## config.mk

```make
export PLATFORM = sky130hd
export DESIGN_NAME = if_stage
export DESIGN_NICKNAME = d
export VERILOG_FILES = /design/src/rtl/if_stage.sv
export SDC_FILE = /design/constraint.sdc
export NUM_CORES = 1
export LEC_CHECK = 0
export ABC_AREA = 0
export BUFFER_PORTS_ARGS = -buffer_cell sky130_fd_sc_hd__buf_4
export CORE_MARGIN = 2
export CORE_UTILIZATION = 45
export DETAILED_ROUTE_END_ITERATION = 8
export PLACE_DENSITY = 0.77
export SYNTH_ARGS = -nofsm -noshare
export SYNTH_HDL_FRONTEND = slang
export SYNTH_SLANG_ARGS = --single-unit
```

## constraint.sdc

```tcl
create_clock -name clk -period 4.5 [get_ports clk]
set_input_delay 1.35 -clock clk [delete_from_list [all_inputs] [get_ports clk]]
set_output_delay 1.35 -clock clk [all_outputs]
set_load 0.005 [all_outputs]
```

## src/rtl/if_stage.sv

```systemverilog
// Instruction-fetch stage: PC register, IF/ID pipeline register and optional perf counters.
// Define IF_PERF_CNT_EN to build the perf counters; without it the perf_* outputs are tied to 0.
module if_stage #(
  parameter logic [31:0] RESET_PC  = 32'h0000_0000,
  parameter logic [31:0] NOP_INSTR = 32'h0000_0000
) (
  input  logic        clk,
  input  logic        reset,
  input  logic        stall,
  input  logic        flush_if_id,
  input  logic        redirect,
  input  logic [31:0] redirect_target,
  input  logic [31:0] imem_rdata,
  output logic [31:0] pc,
  output logic [31:0] imem_addr,
  output logic [31:0] if_id_pc,
  output logic [31:0] if_id_pc_plus4,
  output logic [31:0] if_id_instr,
  output logic        if_id_valid,
  output logic [31:0] perf_fetch_cnt,
  output logic [31:0] perf_stall_cnt,
  output logic [31:0] perf_flush_cnt
);

  logic [31:0] pc_reg;
  logic [31:0] pc_plus4;
  logic [31:0] if_id_pc_reg;
  logic [31:0] if_id_pc_plus4_reg;
  logic [31:0] if_id_instr_reg;
  logic        if_id_valid_reg;
  logic        if_id_load;

  // Targets are word aligned; the two low bits are dropped deliberately.
  logic unused_target_bits;
  assign unused_target_bits = ^redirect_target[1:0];

  assign pc_plus4   = pc_reg + 32'd4;
  assign if_id_load = !flush_if_id && !stall;

  always_ff @(posedge clk or negedge reset) begin
    if (!reset) begin
      pc_reg <= RESET_PC;
    end else if (redirect) begin
      pc_reg <= {redirect_target[31:2], 2'b00};
    end else if (!stall) begin
      pc_reg <= pc_plus4;
    end
  end

  always_ff @(posedge clk or negedge reset) begin
    if (!reset) begin
      if_id_pc_reg       <= 32'd0;
      if_id_pc_plus4_reg <= 32'd0;
      if_id_instr_reg    <= NOP_INSTR;
      if_id_valid_reg    <= 1'b0;
    end else if (flush_if_id) begin
      if_id_pc_reg       <= 32'd0;
      if_id_pc_plus4_reg <= 32'd0;
      if_id_instr_reg    <= NOP_INSTR;
      if_id_valid_reg    <= 1'b0;
    end else if (!stall) begin
      if_id_pc_reg       <= pc_reg;
      if_id_pc_plus4_reg <= pc_plus4;
      if_id_instr_reg    <= imem_rdata;
      if_id_valid_reg    <= 1'b1;
    end
  end

  assign pc             = pc_reg;
  assign imem_addr      = pc_reg;
  assign if_id_pc       = if_id_pc_reg;
  assign if_id_pc_plus4 = if_id_pc_plus4_reg;
  assign if_id_instr    = if_id_instr_reg;
  assign if_id_valid    = if_id_valid_reg;

`ifdef IF_PERF_CNT_EN
  logic [31:0] fetch_cnt_reg;
  logic [31:0] stall_cnt_reg;
  logic [31:0] flush_cnt_reg;

  // A stall that coincides with a flush counts as a flush only.
  always_ff @(posedge clk or negedge reset) begin
    if (!reset) begin
      fetch_cnt_reg <= 32'd0;
      stall_cnt_reg <= 32'd0;
      flush_cnt_reg <= 32'd0;
    end else begin
      if (if_id_load)             fetch_cnt_reg <= fetch_cnt_reg + 32'd1;
      if (stall && !flush_if_id)  stall_cnt_reg <= stall_cnt_reg + 32'd1;
      if (flush_if_id)            flush_cnt_reg <= flush_cnt_reg + 32'd1;
    end
  end

  assign perf_fetch_cnt = fetch_cnt_reg;
  assign perf_stall_cnt = stall_cnt_reg;
  assign perf_flush_cnt = flush_cnt_reg;
`else
  logic unused_load;
  assign unused_load    = if_id_load;
  assign perf_fetch_cnt = 32'd0;
  assign perf_stall_cnt = 32'd0;
  assign perf_flush_cnt = 32'd0;
`endif

endmodule

```

==> metrics.txt <==
# Post-CTS Setup Buffers 0; met1 usage 0.302; H-tree levels 4; CTS resizes 0; max reg flops 32; Synth warnings 0; area grow syn2layout 23.4%; largest area contributor in the synthesized netlist dfrtp_1; CP startpoint kind input port; initial antenna violation count 0; outcome finished, final reports clean; endpoints failing hold 0; gpl congestion 0.849; register bit total from synthesis 124; PwrDens 353 nW/µm²; Static Leak 4.29 nW; reg-to-reg endpoint if_id_pc_plus4[16]; Core ar. 15,700 µm²; Setup WS pre-CTS 1.25 ns; CTS tree done; most frequent cell after synthesis buf_4; RSZ-0062 raised after global routing false; final setup TNS 0 ns; min Tclk post-route 2.85 ns; post-synthesis cell type count 49; Clock Tree Buf Depth 2; DIE AREA 17,000 µm²; worst slew pin tran 1.01 ns; period utilization 0.633; Initial Util 0.457; Post-synth top cells buf_4 (134), dfrtp_1 (124), nor2_1 (95), mux2i_1 (50), nand2_1 (50); multi-input logic area 3130 µm²; syn_area_per_cell 9.29 µm²; Root Buffer clkbuf_16; hpwl dp 13.6 mm; Die Y 130 µm; maximum VDD drop 0.246 mV; layout net count 997; Yosys top cell area share 0.433; total track usage 0.229; CP endpoint kind flop; MaxCap Viol Count 0; total power 3.12 mW; crit path launch stall; HP Class reg2reg; CP Data Arrival Time 3.18 ns; met3 Usage GRT 0.0701; Post-CTS Hold Buffers 0; post-route ant nets 0; Final Max Tran Viols 0; WS Path Type in2reg; Mapped Area 7170 µm²; CP required 4.83 ns; diodes inserted 0; Worst R2R Setup Slack 1.89 ns; GR peak layer met2; Buffers on Ports 223; Worst setup endpoint imem_addr[31]; Worst R2R Path Depth 5; Reg area 3100 µm²; # rows 46; IO Pins 326; Max Clock Skew 0.00904 ns; total CTS buffers 17; Post-synth ARST share 1.00; CP max FO 20; largest net degree at the start of global routing 95; die width 130 µm; fillers 1,437; Final setup viols 0; Fmax 351 MHz; Design Area, Final 8850 µm²; most area-consuming cells after synthesis dfrtp_1 (43%), buf_4 (14%), mux2i_1 (7.0%); Residual DRC 0; reg2reg start imem_addr[2]; Max-Slew Margin vs Limit 0.328; Main synth FF type dfrtp_1; First-pass DRT Iterations 4; register area share after synthesis 0.433; CTS clk-pin slew, worst paths 0.06 ns; Gate Count Post-Synth 772; later-pin clock latency in the skew report 0.41 ns; drt initial violations 479; number of global-route vias before repair 5,599; GRT met2 Usage 0.359; Final WS setup 1.65 ns; via count 6,009; first-pass GRT wire length 30.0 mm; share of layout cells above drive strength 1 0.281; clock sinks 124; dpl cell area 8290 µm²; DR WL/cell 16.9 µm; Via-to-Cell Ratio 5.20; drt total wl 19.5 mm; EDFF count, synth 0; grt total ovfl 0
==> layout make-up <==
class	count	share of cell area
clock buffers	21	0.0497
clock inverters	11	0.0137
inverters	16	0.00678
multi-input cells	540	0.354
flip-flops and latches	124	0.350
well taps	216	0.0305
repair buffers	228	0.195
==> through the flow <==
| step | hold slack (ns) | cells | utilization |
|---|---|---|---|
| after detailed placement | 0.510 | 1124 | 0.528 |
| after global placement | 0.504 | 1124 | 0.528 |
| after CTS | 0.525 | 1156 | 0.563 |
| after global routing | 0.539 | 1156 | 0.563 |
| after floorplan | 0.508 | 871 | - |
| final | 0.519 | 1156 | 0.563 |
==> worst max-delay path, stage by stage <==
cell	delay, ns
buf_4	0.20
inv_1	0.49
nand3_1	0.40
or4_1	0.56
a31oi_1	0.17
==> power breakdown <==
group | internal [mW] | switching, mW | total [mW]
sequential | 1.19 | 0.119 | 1.31
clock | 0.812 | 0.504 | 1.32
combinational | 0.254 | 0.241 | 0.495
total | 2.26 | 0.864 | 3.12
==> cells by family after synthesis <==
| logic type | synth area share |
|---|---|
| xor gates and xnor gates | 0.0281 |
| AOI/OAI and AO/OA | 0.104 |
| muxes | 0.0698 |
| adders and majority gates | 0.00174 |
| other | 0.000523 |
| buffers and inverters | 0.182 |
| DFF | 0.433 |
| and+or+nand+nor | 0.181 |
==> cells in the final DEF, fill, tap and decap left out, types with 4 or more instances in the layout <==
cell / instances
nor3_1: 10
or2_2: 4
a21oi_1: 21
inv_1: 15
conb_1: 100
nor2b_1: 8
dfrtp_1: 124
a211oi_1: 10
xor2_1: 7
o311ai_0: 4
o211ai_1: 4
or4_1: 16
a311oi_1: 7
clkinv_2: 4
or3_1: 4
nand2_1: 50
a2111oi_0: 10
and4_1: 9
o21ai_0: 19
o31ai_1: 11
buf_4: 227
nand3_1: 18
clkbuf_1: 4
a31oi_1: 11
nor2_1: 95
mux2i_1: 50
and3_1: 5
nand4_1: 19
nor4_1: 9
clkbuf_16: 17
xnor2_1: 16
==> how the worst min path moves through the flow <==
stage / startpoint / endpoint / slack [ns] / cells past startpoint
4_1_cts: if_id_pc[30] / if_id_pc[30] / 0.52 / 2
3_5_place_dp: if_id_pc[30] / if_id_pc[30] / 0.51 / 2
6_report: if_id_pc[19] / if_id_pc[19] / 0.52 / 2
3_3_place_gp: if_id_pc[30] / if_id_pc[30] / 0.50 / 2
2_1_floorplan: if_id_pc_plus4[2] / if_id_pc_plus4[2] / 0.51 / 2
5_1_grt: if_id_pc[30] / if_id_pc[30] / 0.54 / 2
==> layer usage <==
metal | wire length (µm) | vias up
li1 | - | 2784
met1 | 7820 | 2897
met2 | 9390 | 291
met3 | 1870 | 37
met4 | 457 | 0
met5 | 0 | -
Note: power is estimated with default switching activity, not from simulation.
